<file path="config.mk">
export PLATFORM = sky130hd
export DESIGN_NAME = overflow_range_store
export DESIGN_NICKNAME = d
export VERILOG_FILES = /design/src/rtl/overflow_range_store.sv
export SDC_FILE = /design/constraint.sdc
export NUM_CORES = 2
export LEC_CHECK = 0
export CAP_MARGIN = 25
export CORE_MARGIN = 2
export CORE_UTILIZATION = 25
export DETAILED_ROUTE_END_ITERATION = 16
export PLACE_DENSITY = 0.44
export REMOVE_ABC_BUFFERS = 1
export SYNTH_ARGS = -nofsm -noshare
export SYNTH_HDL_FRONTEND = slang
export SYNTH_SLANG_ARGS = --single-unit
</file>
<file path="constraint.sdc">
create_clock -name clk_i -period 13 [get_ports clk_i]
set_input_delay 2.6 -clock clk_i [delete_from_list [all_inputs] [get_ports clk_i]]
set_output_delay 2.6 -clock clk_i [all_outputs]
set_load 0.02 [all_outputs]
</file>
<file path="src/rtl/overflow_range_store.sv">
// overflow_range_store
//   Storage end of the heap-overflow tracking path in the execute stage.
//   Completed contiguous-store ranges [first,last] are kept in a DEPTH-entry
//   circular store. A range that overlaps the newest entry, or starts within
//   MERGE_GAP bytes past its end, is folded into that entry. Otherwise it
//   allocates a new entry, and the oldest entry is overwritten when the store
//   is full. Loads query the store combinationally. A registered debug port
//   exposes any single entry.
//
//   Optional feature macro: OVERFLOW_RANGE_HIT_CNT_EN. It adds an 8-bit
//   saturating hit counter per entry and the read_hits_o port.
//
// Ports
//   clk_i, rst_i      clock and synchronous active-high reset
//   clear_i           synchronous soft clear of every entry
//   en_write_i        push [addr_first_i, addr_last_i] this cycle
//   find_addr_i       lookup address
//   addr_in_range_o   combinational hit; hit_idx_o gives the lowest hitting entry
//   count_o, full_o   number of valid entries and the full flag
//   evict_o, drop_o   one-cycle pulses: oldest entry overwritten / malformed write
//   read_idx_i        debug entry select; read_first_o, read_last_o registered
//   read_hits_o       (feature only) registered hit count of the selected entry
module overflow_range_store #(
  parameter int DEPTH     = 8,
  parameter int AW        = 32,
  parameter int MERGE_GAP = 4
) (
  input  logic                     clk_i,
  input  logic                     rst_i,
  input  logic                     clear_i,
  input  logic                     en_write_i,
  input  logic [AW-1:0]            addr_first_i,
  input  logic [AW-1:0]            addr_last_i,
  input  logic [AW-1:0]            find_addr_i,
  output logic                     addr_in_range_o,
  output logic [$clog2(DEPTH)-1:0] hit_idx_o,
  output logic [$clog2(DEPTH):0]   count_o,
  output logic                     full_o,
  output logic                     evict_o,
  output logic                     drop_o,
  input  logic [$clog2(DEPTH)-1:0] read_idx_i,
  output logic [AW-1:0]            read_first_o,
  output logic [AW-1:0]            read_last_o
`ifdef OVERFLOW_RANGE_HIT_CNT_EN
  ,
  output logic [7:0]               read_hits_o
`endif
);

  localparam int IW = $clog2(DEPTH);
  localparam int CW = IW + 1;
  localparam logic [AW:0]   GAP_W   = (AW+1)'(MERGE_GAP);
  localparam logic [CW-1:0] DEPTH_C = CW'(DEPTH);

  logic [AW-1:0]    r_first [DEPTH];
  logic [AW-1:0]    r_last  [DEPTH];
  logic [DEPTH-1:0] r_valid;
  logic [IW-1:0]    r_wr_ptr;
  logic [IW-1:0]    r_newest;
  logic             r_newest_vld;
  logic [CW-1:0]    r_count;
  logic             r_full;
  logic             r_evict;
  logic             r_drop;
  logic [AW-1:0]    r_read_first;
  logic [AW-1:0]    r_read_last;

  logic [AW:0]      w_merge_lim;
  logic             w_can_merge;
  logic             w_do_drop;
  logic             w_do_merge;
  logic             w_do_alloc;
  logic [AW-1:0]    w_merge_first;
  logic [AW-1:0]    w_merge_last;
  logic [CW-1:0]    w_count_nxt;
  logic [DEPTH-1:0] w_match;
  logic             w_hit;
  logic [IW-1:0]    w_hit_idx;

  // Classify the incoming write as drop, merge or allocate. The merge limit
  // is computed one bit wider so that last+gap cannot wrap around.
  always_comb begin
    w_merge_lim   = {1'b0, r_last[r_newest]} + GAP_W;
    w_can_merge   = r_newest_vld && r_valid[r_newest] &&
                    ({1'b0, addr_first_i} <= w_merge_lim) &&
                    (addr_last_i >= r_first[r_newest]);
    w_merge_first = (addr_first_i < r_first[r_newest]) ? addr_first_i : r_first[r_newest];
    w_merge_last  = (addr_last_i  > r_last[r_newest])  ? addr_last_i  : r_last[r_newest];
    w_do_drop     = 1'b0;
    w_do_merge    = 1'b0;
    w_do_alloc    = 1'b0;
    if (en_write_i) begin
      if (addr_first_i > addr_last_i) begin
        w_do_drop = 1'b1;
      end else if (w_can_merge) begin
        w_do_merge = 1'b1;
      end else begin
        w_do_alloc = 1'b1;
      end
    end else begin
      w_do_alloc = 1'b0;
    end
    if (w_do_alloc && !r_full) begin
      w_count_nxt = r_count + CW'(1);
    end else begin
      w_count_nxt = r_count;
    end
  end

  // Lookup over registered contents only; scanning downward lets the lowest index win.
  always_comb begin
    w_hit     = 1'b0;
    w_hit_idx = '0;
    for (int i = 0; i < DEPTH; i++) begin
      w_match[i] = r_valid[i] && (find_addr_i >= r_first[i]) && (find_addr_i <= r_last[i]);
    end
    for (int i = DEPTH - 1; i >= 0; i--) begin
      if (w_match[i]) begin
        w_hit     = 1'b1;
        w_hit_idx = IW'(i);
      end else begin
        w_hit_idx = w_hit_idx;
      end
    end
  end

  // Control state, counters, pulses and the debug read registers.
  always_ff @(posedge clk_i) begin
    if (rst_i || clear_i) begin
      r_valid      <= '0;
      r_wr_ptr     <= '0;
      r_newest     <= '0;
      r_newest_vld <= 1'b0;
      r_count      <= '0;
      r_full       <= 1'b0;
      r_evict      <= 1'b0;
      r_drop       <= 1'b0;
      r_read_first <= '0;
      r_read_last  <= '0;
    end else begin
      r_evict      <= w_do_alloc && r_full;
      r_drop       <= w_do_drop;
      r_read_first <= r_valid[read_idx_i] ? r_first[read_idx_i] : '0;
      r_read_last  <= r_valid[read_idx_i] ? r_last[read_idx_i]  : '0;
      if (w_do_alloc) begin
        r_valid[r_wr_ptr] <= 1'b1;
        r_newest          <= r_wr_ptr;
        r_newest_vld      <= 1'b1;
        r_wr_ptr          <= r_wr_ptr + IW'(1);
        r_count           <= w_count_nxt;
        r_full            <= (w_count_nxt == DEPTH_C);
      end else begin
        r_count <= r_count;
      end
    end
  end

  // Range bounds need no reset because the valid bits qualify them.
  always_ff @(posedge clk_i) begin
    if (w_do_merge && !rst_i && !clear_i) begin
      r_first[r_newest] <= w_merge_first;
      r_last[r_newest]  <= w_merge_last;
    end else if (w_do_alloc && !rst_i && !clear_i) begin
      r_first[r_wr_ptr] <= addr_first_i;
      r_last[r_wr_ptr]  <= addr_last_i;
    end else begin
      r_first[r_wr_ptr] <= r_first[r_wr_ptr];
    end
  end

`ifdef OVERFLOW_RANGE_HIT_CNT_EN
  logic [7:0] r_hits [DEPTH];
  logic [7:0] r_read_hits;

  // Saturating per-entry hit counters. Allocation restarts the slot's count,
  // while a merge leaves it untouched.
  always_ff @(posedge clk_i) begin
    for (int i = 0; i < DEPTH; i++) begin
      if (rst_i || clear_i) begin
        r_hits[i] <= 8'd0;
      end else if (w_do_alloc && (r_wr_ptr == IW'(i))) begin
        r_hits[i] <= 8'd0;
      end else if (w_hit && (w_hit_idx == IW'(i)) && (r_hits[i] != 8'hFF)) begin
        r_hits[i] <= r_hits[i] + 8'd1;
      end else begin
        r_hits[i] <= r_hits[i];
      end
    end
  end

  // Debug copy of the selected entry's hit count.
  always_ff @(posedge clk_i) begin
    if (rst_i || clear_i) begin
      r_read_hits <= 8'd0;
    end else begin
      r_read_hits <= r_valid[read_idx_i] ? r_hits[read_idx_i] : 8'd0;
    end
  end

  assign read_hits_o = r_read_hits;
`endif

  assign addr_in_range_o = w_hit;
  assign hit_idx_o       = w_hit_idx;
  assign count_o         = r_count;
  assign full_o          = r_full;
  assign evict_o         = r_evict;
  assign drop_o          = r_drop;
  assign read_first_o    = r_read_first;
  assign read_last_o     = r_read_last;

endmodule

</file>
==> metrics <==
Slew @ Worst Pin 1.11 ns; IO Count ~180; Startpoint Class primary input; Required @ worst endpoint 10.40 ns; initial antenna violation count 9; Slew HR around a quarter; clock latency on the worst-skew pair approximately 0.70 ns; max-cap violation count 0; RSZ-0062 raised after global routing false; row cnt ~150; sequential area share after synthesis 39.3%; R2R Setup Slk 4.06 ns; Post-synth ARST share 0%; GRT Overall Usage between 10% and 20%; setup TNS 0 ns; Antenna Nets Post-Route 0; post-DP HPWL 134 mm; leakage power 21.1 nW; Post-synth top flop edfxtp_1; drt initial violations a little over 3,000; pre-CTS setup slack 2.28 ns; Mapped Cells ~3,700; max incr delay on CP between 0.9 and 1 ns; vias in the first global route around 32,000; Cell Area, Synth approximately 44,000 um2; pwr/cell area slightly below 100 nW/um2; Slew Limit Fails 0; Worst Hold Class flip-flop to flip-flop; Peak Freq ~93 MHz; maximum root-to-sink buffer count 3; setup bufs post-CTS 0; Max VDD drop between 0.09 and 0.1 mV; WL/cell around 28 um; first-pass GRT wire length 247 mm; Clock Tree Root clkbuf_16; Starting Density between 20% and 30%; hold bufs inserted after CTS 0; Final nets 4,677; Die Span X 422 um; post-route worst setup slack approximately 2.2 ns; # clock sinks around 600; Port Buffers ~180; FF+latch count, synth 601; clk slew on worst S/H paths about 0.05 ns; Synth warnings 0; Tot Pwr ~5.0 mW; global route overflow 0; fin crit share about 83%; total core area approximately 170,000 um2; DRC 0; via count of the routed design 31,800; cts bufs inserted 78; # resized after CTS 0; worst-path fanout max 16; DR vias/cell 5.06; Post-synth EDFFs 512; First-pass DRT Iterations 5; Routed WL 176 mm; Slowest cell on crit path a221oi_1; post-layout min period between 10 and 15 ns; RePlAce Congestion about 0.94; largest net degree at the start of global routing 86; Area Overhead vs Synth 16.9%; die area 178,000 um2; share of cells above drive strength 1 approximately 13%; chip height ~420 um; Syn Area/Cell between 10 and 15 um2; clk_skew about 0.034 ns; worst-path cell chain clkdlybuf4s50_1 > inv_1 > ha_1 > nand2b_1 > a21o_1 > a211oi_1 > o21ai_0 > a221oi_1 > or4b_2 > a2111oi_0 > o22ai_1 > a2bb2oi_1 > o21ai_0 > clkdlybuf4s50_1; outcome complete, no violations; setup violators final 0; H-tree level count 3; Worst EP arrival about 8.2 ns; CTS tree built; crit path capture type primary output; Worst Setup Path Type primary input to primary output; Fin. Hold Viols 0; Netlist cell types 87
metal layers:
layer / GRT usage [%] / part of all wire (%)
met2: 32.3 / 47
met4: 6.08 / 3.3
met5: 0 / 0.020
met1: 25.7 / 43
met3: 3.44 / 6.1
report_power, final:
part	internal, mW	switching (mW)
Combinational	0.248	0.425
Clock	1.31	0.910
Sequential	2.13	0.00785
stage by stage:
stage               instances  cell area (um2)  utilization, %  hold WS (ns)
floorplan                3568            43100               -         0.432
global placement         6141            48400            27.9         0.497
detailed placement       6143            48500            27.9         0.496
CTS                      6285            51000            29.4         0.505
global route             6287            51000            29.4         0.549
finish                   6288            51000            29.4         0.505
layout by cell type (no fill, tap or decap), drive strengths merged, types with 14 or more instances in the layout:
cell type	synthesis	final
a211oi	31	31
a21o	159	159
a21oi	194	194
buf	62	77
clkbuf	35	106
clkdlybuf4s50	0	174
clkinv	0	21
dfxtp	89	89
edfxtp	512	512
ha	674	674
inv	555	559
mux2i	163	163
mux4	256	256
nand2	80	80
nand2b	27	27
nand3	43	43
nand4	117	117
nor2	211	211
nor2b	34	34
nor3	36	36
nor4	14	14
o211ai	20	20
o21a	22	22
o21ai	123	123
xnor2	15	15
xor2	15	15
kinds of logic after synthesis:
| kind of cell | synth area share [%] |
|---|---|
| compound gates | 9.92 |
| xor+xnor | 0.602 |
| fa+ha+maj | 19.3 |
| buf+inv | 6.13 |
| flops | 39.3 |
| mux | 17.2 |
| simple gates | 7.52 |
worst max-delay path, delay by kind of cell:
| family | cells | cell delay [ns] |
|---|---|---|
| AO/OA/AOI/OAI | 8 | 2.93 |
| buffers and inverters | 3 | 1.90 |
| AND/OR/NAND/NOR | 2 | 0.41 |
| adder cells (fa/ha/maj) | 1 | 0.35 |
flip-flops by register name, indices dropped and copies added, names as in the netlist, named ones only:
| signal | count |
|---|---|
| r_valid | 8 |
| evict_o | 1 |
| r_last | 256 |
| r_newest_vld | 1 |
| r_first | 256 |
| full_o | 1 |
| drop_o | 1 |
| read_first_o | 32 |
| r_wr_ptr | 3 |
| r_newest | 3 |
| count_o | 4 |
| read_last_o | 32 |
worst paths after layout:
path                        end  depth (start not counted)           start
hold / removal     r_newest_vld                          2    r_newest_vld
hold reg to reg    r_newest_vld                          2    r_newest_vld
setup / recovery   hit_idx_o[0]                         14  find_addr_i[0]
setup reg to reg  r_first[4][4]                         21       flip-flop
area by class of cell:
cell class | count | area [um2]
well taps | 2325 | 2910
diodes | 1 | 2.50
inverters | 555 | 2080
fillers | 17900 | 123000
repair buffers | 252 | 2410
multi-input cells | 2412 | 23900
clock inverters | 37 | 418
flip-flops and latches | 601 | 17200
clock buffers | 105 | 2140
Yosys cell counts, drive strengths merged, types with 12 or more instances:
cell / n / area, um2
ha: 674 / 8430
inv: 555 / 2080
edfxtp: 512 / 15400
mux4: 256 / 5790
nor2: 211 / 860
a21oi: 194 / 1070
mux2i: 163 / 1630
a21o: 159 / 1190
o21ai: 123 / 616
nand4: 117 / 732
dfxtp: 89 / 1780
nand2: 80 / 308
buf: 62 / 463
nand3: 43 / 220
nor3: 36 / 180
clkbuf: 35 / 131
nor2b: 34 / 213
a211oi: 31 / 233
nand2b: 27 / 169
o21a: 22 / 165
o211ai: 20 / 150
xnor2: 15 / 131
xor2: 15 / 131
nor4: 14 / 103
a211o: 12 / 105
and4: 12 / 105
(Power assumes the default switching activity.)
